==> config.mk <==
export PLATFORM = sky130hd
export DESIGN_NAME = logical_driver
export DESIGN_NICKNAME = d
export VERILOG_FILES = /design/src/rtl/logical_driver.sv
export SDC_FILE = /design/constraint.sdc
export NUM_CORES = 1
export LEC_CHECK = 0
export ABC_AREA = 1
export CORE_MARGIN = 1
export CORE_UTILIZATION = 40
export DETAILED_ROUTE_END_ITERATION = 8
export SYNTH_ARGS = -nofsm -noshare
export SYNTH_HDL_FRONTEND = slang
export SYNTH_SLANG_ARGS = --single-unit
==> constraint.sdc <==
create_clock -name clk -period 1.5 [get_ports clk]
set_input_delay 0.15 -clock clk [delete_from_list [all_inputs] [get_ports clk]]
set_output_delay 0.15 -clock clk [all_outputs]
set_load 0.05 [all_outputs]
==> src/rtl/logical_driver.sv <==
`timescale 1ns/1ps
// Sequential front end for the nibble logic unit: queues commands, drives sendi/sel, captures lu_out.
// Latency: accept-to-res_valid = SETTLE_CYCLES+1 edges. cmd_ready drops when the FIFO is full; HOLD stalls on res_ready.
// Optional LOGICAL_DRIVER_CHECK_EN builds a result checker driving the sticky err flag.

module logical_driver_fifo #(
    parameter int WIDTH = 10,
    parameter int DEPTH = 4
) (
    input  logic             clk,
    input  logic             rst_n,
    input  logic             push,
    input  logic [WIDTH-1:0] push_dat,
    input  logic             pop,
    output logic [WIDTH-1:0] pop_dat,
    output logic             full,
    output logic             empty
);
    localparam int AW = $clog2(DEPTH);

    logic [WIDTH-1:0] mem [DEPTH];
    logic [AW:0]      wr_ptr;
    logic [AW:0]      rd_ptr;
    logic             do_push;
    logic             do_pop;

    // Extra pointer MSB separates full from empty when the index bits match.
    assign full    = (wr_ptr[AW] != rd_ptr[AW]) && (wr_ptr[AW-1:0] == rd_ptr[AW-1:0]);
    assign empty   = (wr_ptr == rd_ptr);
    assign do_push = push && !full;
    assign do_pop  = pop && !empty;
    assign pop_dat = mem[rd_ptr[AW-1:0]];

    always_ff @(posedge clk) begin
        if (do_push) begin
            mem[wr_ptr[AW-1:0]] <= push_dat;
        end
    end

    always_ff @(posedge clk or negedge rst_n) begin
        if (!rst_n) begin
            wr_ptr <= '0;
            rd_ptr <= '0;
        end else begin
            if (do_push) wr_ptr <= wr_ptr + 1'b1;
            if (do_pop)  rd_ptr <= rd_ptr + 1'b1;
        end
    end
endmodule

module logical_driver #(
    parameter int FIFO_DEPTH    = 4,
    parameter int SETTLE_CYCLES = 1
) (
    input  logic       clk,
    input  logic       rst_n,
    input  logic       cmd_valid,
    output logic       cmd_ready,
    input  logic [3:0] cmd_x,
    input  logic [3:0] cmd_y,
    input  logic [1:0] cmd_op,
    output logic [7:0] sendi,
    output logic [1:0] sel,
    input  logic [7:0] lu_out,
    output logic       res_valid,
    input  logic       res_ready,
    output logic [7:0] res_data,
    output logic [1:0] res_op,
    output logic [7:0] done_count,
    output logic       err
);
    localparam int CNT_W = (SETTLE_CYCLES > 1) ? $clog2(SETTLE_CYCLES) : 1;
    localparam logic [CNT_W-1:0] CNT_LAST = CNT_W'(SETTLE_CYCLES - 1);

    typedef struct packed {
        logic [3:0] x;
        logic [3:0] y;
        logic [1:0] op;
    } cmd_t;

    typedef enum logic [1:0] {
        IDLE  = 2'd0,
        DRIVE = 2'd1,
        HOLD  = 2'd2
    } state_t;

    state_t           state;
    logic [CNT_W-1:0] cnt;
    cmd_t             push_cmd;
    logic [$bits(cmd_t)-1:0] head_raw;
    cmd_t             head;
    logic             fifo_full;
    logic             fifo_empty;
    logic             pop;
    logic             capture;

    assign push_cmd  = '{x: cmd_x, y: cmd_y, op: cmd_op};
    assign head      = cmd_t'(head_raw);
    assign cmd_ready = !fifo_full;
    assign capture   = (state == DRIVE) && (cnt == CNT_LAST);

    // A pop happens from IDLE, or in HOLD on the same edge the result is taken.
    assign pop = !fifo_empty && ((state == IDLE) || ((state == HOLD) && res_ready));

    logical_driver_fifo #(
        .WIDTH ($bits(cmd_t)),
        .DEPTH (FIFO_DEPTH)
    ) u_fifo (
        .clk      (clk),
        .rst_n    (rst_n),
        .push     (cmd_valid),
        .push_dat (push_cmd),
        .pop      (pop),
        .pop_dat  (head_raw),
        .full     (fifo_full),
        .empty    (fifo_empty)
    );

    always_ff @(posedge clk or negedge rst_n) begin
        if (!rst_n) begin
            state      <= IDLE;
            cnt        <= '0;
            sendi      <= '0;
            sel        <= '0;
            res_valid  <= 1'b0;
            res_data   <= '0;
            res_op     <= '0;
            done_count <= '0;
        end else begin
            case (state)
                IDLE: begin
                    if (pop) begin
                        sendi <= {head.x, head.y};
                        sel   <= head.op;
                        cnt   <= '0;
                        state <= DRIVE;
                    end
                end
                DRIVE: begin
                    if (capture) begin
                        res_data  <= lu_out;
                        res_op    <= sel;
                        res_valid <= 1'b1;
                        state     <= HOLD;
                    end else begin
                        cnt <= cnt + 1'b1;
                    end
                end
                HOLD: begin
                    if (res_ready) begin
                        res_valid  <= 1'b0;
                        done_count <= done_count + 8'd1;
                        if (pop) begin
                            sendi <= {head.x, head.y};
                            sel   <= head.op;
                            cnt   <= '0;
                            state <= DRIVE;
                        end else begin
                            state <= IDLE;
                        end
                    end
                end
                default: state <= IDLE;
            endcase
        end
    end

`ifdef LOGICAL_DRIVER_CHECK_EN
    function automatic logic [7:0] expected_result(input logic [7:0] operands, input logic [1:0] op);
        logic [3:0] x;
        logic [3:0] y;
        x = operands[7:4];
        y = operands[3:0];
        case (op)
            2'b00:   expected_result = {4'b0, x & y};
            2'b01:   expected_result = {4'b0, x | y};
            2'b10:   expected_result = {4'b0, x ^ y};
            default: expected_result = ~operands;
        endcase
    endfunction

    always_ff @(posedge clk or negedge rst_n) begin
        if (!rst_n) begin
            err <= 1'b0;
        end else if (capture && (lu_out != expected_result(sendi, sel))) begin
            err <= 1'b1;
        end
    end
`else
    assign err = 1'b0;
`endif
endmodule

==> After elaboration in Yosys (flattened, before gate mapping) <==
Memories as Yosys holds them, arrays and structs flattened.
Cells that the tools add are included.
{ "totals": {"register_bits": 38, "mem_bits_rw": 40, "input_bits": 22, "output_inout_bits": 31, "n_memories": 1} }
{ "memory_table": {"columns": ["name", "depth", "word_bits", "read_ports", "rd_clocked_by_memory_dff", "wr", "line", "text"], "rows": [
  ["u_fifo.mem", 4, 10, 1, 0, 1, "21", "logic [WIDTH-1:0] mem [DEPTH];"]
]} }
{ "op_classes": {"add_sub_neg": 4, "eq_ne": 9, "muxes": 20, "n_bitwise": 1, "reduce_logical": 19} }
{ "ops": {"columns": ["operator", "count"], "rows": [
  ["$mux W8", 2],
  ["$pmux W8 S2", 1],
  ["$mux W2", 5],
  ["$reduce_and A3 Y1", 3],
  ["$add A8 B1 Y8 const B", 1],
  ["$mux W1", 8],
  ["$add A3 B1 Y3 const B", 2],
  ["$logic_and A1 B1 Y1", 6],
  ["$ne A2 B2 Y1 const B", 3],
  ["$pmux W2 S3", 1],
  ["$reduce_and A2 Y1", 3],
  ["$pmux W2 S2", 1],
  ["$reduce_bool A2 Y1", 2],
  ["$eq A3 B3 Y1", 1],
  ["$pmux W1 S3", 1],
  ["$reduce_bool A3 Y1", 1],
  ["$eq A2 B1 Y1 const B", 1],
  ["$eq A2 B2 Y1", 1],
  ["$eq A2 B2 Y1 const B", 1],
  ["$logic_not A1 Y1", 2],
  ["$logic_not A2 Y1", 1],
  ["$ne A2 B1 Y1 const B", 1],
  ["$pmux W1 S2", 1],
  ["$add A1 B1 Y1 const B", 1],
  ["other kinds (3)", 3]
]} }

==> Logic depth before layout (Yosys ltp) <==
Gate-level depths: netlist of run 1.
{ "logic_depth": {"ltp_word": 7, "mapped_depth": 8, "mapped_depth_nobuf": 7} }

==> Hierarchy <==
From an unflattened synthesis of run 1, not the netlist that was laid out.
{ "unflattened": {"cells_unflattened": 320, "hier_area_um2": 3263.1} }
{ "by_module_without_submodules": {"columns": ["module", "instances", "cells_per_inst", "area_each_um2", "seq_area_each_um2"], "rows": [
  ["logical_driver_fifo", 1, 158, 1890.6, 1351.3],
  ["logical_driver", 1, 162, 1372.6, 800.8]
]} }

==> Least setup slack after synthesis of run 1 <==
Ideal clock, no wire load.
{ "synth_timing": {"kind": "reg2reg", "from": "register u_fifo.wr_ptr[0]", "to": "memory u_fifo.mem[0][0], enable pin", "setup_time_ns": 0.376, "arrival_time_ns": 1.556, "required_ns": 1.124, "slack_ns": -0.433, "stages_incl_launch_ff": 7, "path_buffers": 0, "cell_sequence": "dfrtp_1 > inv_1 > nand2_1 > nand2_1 > nand3_2 > nand2_1 > nor2_1"} }
{ "synth_between": {"elab_chain_cells": 6} }
{ "synth_lines": {"columns": ["item", "line", "text"], "rows": [
  ["from (decl)", "22", "logic [AW:0] wr_ptr;"],
  ["from (signal assigned)", "45", "if (do_push) wr_ptr <= wr_ptr + 1'b1;"],
  ["$eq A2 B2 Y1", "28", "assign full = (wr_ptr[AW] != rd_ptr[AW]) && (wr_ptr[AW-1:0] == rd_ptr[AW-1:0]);"],
  ["$logic_and A1 B1 Y1", "28", null],
  ["$logic_not A1 Y1", null, null],
  ["net cmd_ready", "58", "output logic cmd_ready,"],
  ["$logic_and A1 B1 Y1", "30", "assign do_push = push && !full;"],
  ["$mux W1", "35", "if (do_push) begin"],
  ["$mux W1 (implied by the code)", "36", "mem[wr_ptr[AW-1:0]] <= push_dat;"],
  ["to (decl)", "21", null]
]} }
The timed path passes the listed nets, and every way through them passes these cells.

==> Final worst setup path of run 1 <==
{ "layout_timing": {"from": "register u_fifo.wr_ptr[1]", "to": "output cmd_ready"} }
{ "layout_between": {"elab_chain_cells": 3} }
{ "layout_lines": {"columns": ["item", "line", "text"], "rows": [
  ["$eq A2 B2 Y1", "28", null],
  ["$logic_and A1 B1 Y1", "28", null],
  ["$logic_not A1 Y1", "99", "assign cmd_ready = !fifo_full;"],
  ["to (decl)", "58", null]
]} }
Every way passes these cells.

==> results of run 1 <==
[power by group]
group	switching, mW	internal, mW	leakage (nW)	total, mW
Clock	0.742	0.764	0.0880	1.51
Combinational	3.37	1.76	1.31	5.13
Sequential	0.395	2.96	0.841	3.36
Total	4.50	5.49	2.24	9.99
[per-layer routing]
layer | up-vias | part of all wire, %
met2 | 54 | 46
li1 | 1347 | -
met1 | 1137 | 47
met5 | - | 0
met4 | 0 | 1.5
met3 | 7 | 4.5
[synthesized netlist by cell type, drive strengths merged]
master	count
nor2	8
edfxtp	40
dfrtp	38
xor2	4
nand4	2
nand3b	1
buf	11
ha	6
o21ai	3
inv	61
nand3	52
xnor2	2
nand2	149
clkbuf	2
conb	1
[stage by stage]
step	setup slack [ns]	instances
after floorplan	0.0155	380
after global placement	0.0341	538
after detailed placement	0.000324	538
after CTS	-0.00808	564
after global routing	-0.0517	569
final	0.00904	569
[timing repair]
action                     4_1_cts  5_1_grt
setup endpoints to repair       22       41
hold buffers                     1        0
hold endpoints to repair        38        0
pin swaps                        5        8
resized for setup                3        9
setup buffers                    9        2
cloned                           0        3
[worst paths after layout]
kind / endpoint / slack [ns] / cells past startpoint
setup / recovery: cmd_ready / 0.009 / 6
hold / removal: done_count[0]$_DFFE_PN0P_ / 0.38 / 3
setup reg to reg: u_fifo.mem[3][1]$_DFFE_PP_ / 0.02 / 8
hold reg to reg: sendi[1]$_DFFE_PN0P_ / 0.48 / 2
max in group asynchronous: cnt$_DFFE_PN0P_ / 0.78 / 3
min in group clk: res_data[2]$_DFFE_PN0P_ / 0.38 / 3
[final cells by class]
class / count / area, um^2 / share of cell area [%]
Clock inverter: 6 / 61.3 / 1.35
Clock buffer: 10 / 128 / 2.81
Tap cell: 105 / 131 / 2.89
Inverter: 61 / 229 / 5.04
Timing Repair Buffer: 78 / 681 / 15.0
Sequential cell: 78 / 2150 / 47.4
Multi-Input combinational cell: 231 / 1160 / 25.5
[cells by family after synthesis]
kind of cell    synth area share [%]
compound gates                 0.533
xor+xnor                        1.49
fa+ha+maj                       2.13
buf+inv                         8.78
flops                           61.2
other cells                    0.107
simple gates                    25.8
[tightest hold or removal path, stage by stage]
cell           delay (ns)
dlygate4sd3_1        0.52
buf_2                0.09
buf_4                0.40
[registers in the layout (all words and copies together) (netlist names)]
name / flops
u_fifo.mem: 40
u_fifo.rd_ptr: 3
sel: 2
done_count: 8
res_valid: 1
u_fifo.wr_ptr: 3
state: 2
sendi: 8
res_data: 8
res_op: 2
cnt: 1
==> flow_summary.ini, run 1 <==
[sta]
timing.final.crit_share_pct = 99.4
maxSlewViolCount = 0
hold_viol = 0
setup_viol = 0
tns_ns = 0
max_freq_ghz = 0.671
skew_ns = 0.00819
finalCriticalPeriod_ns = 1.49
whs_ns = 0.378
rsz0062_at_grt = true

[die]
die_area_um2 = 9170
start_util_pct = 42.0
die_x_um = 95.8
fp-row-count = 33
die_h_um = 95.8
core-area_um2 = 8380
io_pins = 53

[routing]
wire_per_inst_um = 12.2
route.vias.total = 2545
drtIter0Drc = 91
dr.pass1.iters = 4
ant_nets = 0
remaining_drc_errors = 0
wirelength_um = 6970
routed_via_density = 4.47

[synthesis]
synth.top_cell.area_share_pct = 34.1
syn_area_um2 = 3520
yosysSeqAreaShare_pct = 61.2
synth_area_leader_cell = edfxtp_1
ys_types = 23
yosys_warnings = 0
ys_ff_latch = 78
synth.area.top_cells = edfxtp_1, dfrtp_1, nand2_1, nand3_1, inv_1
synth_fp_nets = 408
netlist_instances = 380
syn_avg_cell_area_um2 = 9.26

[worst_hold_path]
hold_path_class = in2async

[worst_setup_path]
critPathSlowestCell = dfrtp_1
cp_max_fo = 3
crit_arrival_ns = 1.34
cp_data_required_time_ns = 1.35
cp-startpoint = u_fifo.wr_ptr[1]$_DFFE_PN0P_
crit_path_end_kind = primary output
cp_common_cell = nand2_2
reg2reg_from = u_fifo.wr_ptr[1]$_DFFE_PN0P_
critPathLaunchType = flop
crit_buf_inv = 3
slowest_delay_ns = 0.43
crit_chain = inv_2, nand2_2, nand2_2, nand3_4, buf_6, buf_12
crit_type = reg2out
crit_family = flip-flops

[grt]
grt_pass1_vias = 2437
grt-busiest-layer = met2
grt_overflow_total = 0
use_met2_pct = 25.7
antenna_found_initial = 0
grt_pass1_wl_um = 11300
met3_usage_pct = 3.48
track_usage_pct = 16.5
grt_max_degree = 39
use_met1_pct = 22.0

[final_layout]
final_cell_mix = nand2_1, inv_1, buf_4
fin_nets = 487
area_delta_synth_final_pct = 29.1
final_common_cell = nand2_1
n_fill_cell = 765
diodes = 0
final_cell_area_um2 = 4540
drive_above_1_share_pct = 20.9
finalCoreUtilization_pct = 54.2

[clock_network]
cts_buffers = 9
clk_latency_ns = 0.34
clkSlewWorstSetupHoldPaths_ns = 0.08
clockBufferDepth = 2
cts-root-buf = clkbuf_8
cts_sinks = 78
cts_tree = done
htreeDepth = 3

[placement]
place.gp.congestion = 0.790
portBuffers = 51
dpl_cell_area_um2 = 4180
dp_hpwl_um = 4810

[run_status]
status = finished clean

[power_and_ir_drop]
ir_drop_uv = 658
p_total_mw = 9.99
power_density_nw_per_um2 = 2200
p_leak_nw = 2.24

[job]
maxCapViolCount = 0
Note: power is estimated with default switching activity, not from simulation.
==> inputs of run 2 (changes only) <==
Settings changed: CTS_BUF_LIST set to sky130_fd_sc_hd__clkbuf_16.
==> run 2 against run 1 <==
Compared with the run above:
- the run now ends with negative setup slack left
- worst setup slack worse by 0.040 ns
- power increased by 5.6%
- sequential share of layout area fell by 0.83 points
- first-iteration DRC count up 20%
- sequential power barely moved
- critical endpoint is now u_fifo.mem[2][8]$_DFFE_PP_
==> flow_summary.ini, run 2 (synthesis results as in run 1) <==
[run_status]
status = finished with violations
failed_checks = negative setup slack

[final_layout]
area_delta_synth_final_pct = 31.4
drive_above_1_share_pct = 20.4
final_common_cell = nand2_1
final_cell_mix = nand2_1, inv_1, buf_4
fin_cells = 566
fin_nets = 484
diodes = 0
largest_reg_flops = 40
final_cell_area_um2 = 4620

[placement]
dpl_cell_area_um2 = 4180
portBuffers = 51
dp_cells = 538
dp_hpwl_um = 4810
place.gp.congestion = 0.790

[worst_setup_path]
critPathSlowestCell = dfrtp_1
crit_arrival_ns = 1.58
crit_type = reg2reg
cp_max_fo = 7
cp_common_cell = nand2_2
slowest_delay_ns = 0.40
crit_path_end_kind = flop
critPathLaunchType = flop
crit_chain = inv_2, nand2_2, nand2_2, nand3_4, buf_12, nand2_8, nor2_4, clkbuf_16
cp_data_required_time_ns = 1.55

[power_and_ir_drop]
share_comb_of_total_power_pct = 48.2
power_density_nw_per_um2 = 2280
clockPowerShare_pct = 19.8
p_int_mw = 6.01
p_total_mw = 10.5
seqPwrFrac_pct = 31.9
ir_drop_uv = 772
p_leak_nw = 2.29
p_sw_mw = 4.53
p_sw_share_pct = 43.0

[grt]
grt_max_degree = 39
grt_pass1_vias = 2469
grt_overflow_total = 0
grt_pass1_wl_um = 11300
antenna_found_initial = 0
track_usage_pct = 16.5

[die]
die_x_um = 95.8
core-area_um2 = 8380
io_pins = 53
die_h_um = 95.8
die_area_um2 = 9170
start_util_pct = 42.0
fp-row-count = 33

[clock_network]
cts-root-buf = clkbuf_16
cts_tree = done
clk_latency_ns = 0.33
htreeDepth = 3
cts_buffers = 9
cts_sinks = 78
clkSlewWorstSetupHoldPaths_ns = 0.06
clockBufferDepth = 2

[routing]
dr.max_layer_used = met4
route.vias.total = 2515
routed_via_density = 4.44
wire_per_inst_um = 12.1
wirelength_um = 6850
wl_met1_um = 3300
remaining_drc_errors = 0
ant_nets = 0
drtIter0Drc = 109
dr.pass1.iters = 4
dr_wl_met3_um = 371
dr_wl_met2_um = 3110

[worst_hold_path]
hold_path_class = in2reg

[sta]
maxSlewViolCount = 0
skew_ns = 0.00611
finalCriticalPeriod_ns = 1.53
setup_viol = 9
tns_ns = -0.156
rsz0062_at_grt = true
finalWorstSetupSlack_ns = -0.0314
max_freq_ghz = 0.653
hold_viol = 0
timing.final.crit_share_pct = 102

[job]
maxCapViolCount = 0
run 2: changes by cell type in the layout (fill, tap and decap cells not counted):
cell / change
buf_6: -1
clkbuf_1: -1
clkbuf_16: +10
clkbuf_8: -9
inv_1: +1
nand2_4: -1
nor2_4: -2
run 2: metrics by stage:
step,hold WS (ns),utilization (%),setup WS (ns)
floorplan,-0.146,-,0.0155
global placement,0.232,49.9,0.0341
detailed placement,0.229,49.9,0.000324
CTS,0.392,54.4,0.000554
global route,0.397,55.2,-0.0961
finish,0.397,55.2,-0.0314
run 2: final timing paths:
path | cells after the start | to | from | slack, ns
max | 8 | u_fifo.mem[2][8]$_DFFE_PP_ | u_fifo.wr_ptr[1]$_DFFE_PN0P_ | -0.03
max reg2reg | 8 | u_fifo.mem[2][8]$_DFFE_PP_ | u_fifo.wr_ptr[1]$_DFFE_PN0P_ | -0.03
max in group asynchronous | 3 | u_fifo.wr_ptr[0]$_DFFE_PN0P_ | rst_n | 0.76
min reg2reg | 2 | sendi[1]$_DFFE_PN0P_ | sendi[1]$_DFFE_PN0P_ | 0.47
min in group asynchronous | 3 | done_count[3]$_DFFE_PN0P_ | rst_n | 0.41
min | 3 | res_data[7]$_DFFE_PN0P_ | lu_out[7] | 0.40
run 2: layer usage:
| metal | vias up | track usage (%) |
|---|---|---|
| met5 | - | 0 |
| met4 | 0 | 5.47 |
| li1 | 1336 | - |
| met2 | 57 | 26.1 |
| met1 | 1117 | 21.9 |
| met3 | 5 | 4.66 |
run 2: repair_timing:
item                       4_1_cts  5_1_grt
pin swaps                        2        6
cloned                           0        1
buffers inserted                 7        3
hold buffers                     1        0
setup endpoints to repair       15       41
hold endpoints to repair        38        0
resized for setup                4        5
run 2: critical path: cells and delay by family (launching register included):
family,cells,cell delay (ns)
simple gates,5,0.51
buf+inv,3,0.35
flops,1,0.40
run 2: power by group through the flow:
| stage | Sequential [mW] | Combinational [mW] | Clock, mW |
|---|---|---|---|
| after floorplan | 4.53 | 2.29 | 0 |
| after global placement | 3.40 | 4.72 | 0 |
| after detailed placement | 3.41 | 4.78 | 0 |
| after CTS | 3.36 | 5.02 | 2.13 |
| after global routing | 3.44 | 5.62 | 2.23 |
| final | 3.37 | 5.09 | 2.09 |
run 2: layout make-up:
class                           instances  area [um^2]
Tap cell                              105          131
Multi-Input combinational cell        228         1130
Inverter                               61          229
Timing Repair Buffer                   78          694
Sequential cell                        78         2150
Clock inverter                          7         65.1
Clock buffer                            9          225
Fill cell                             761         3760
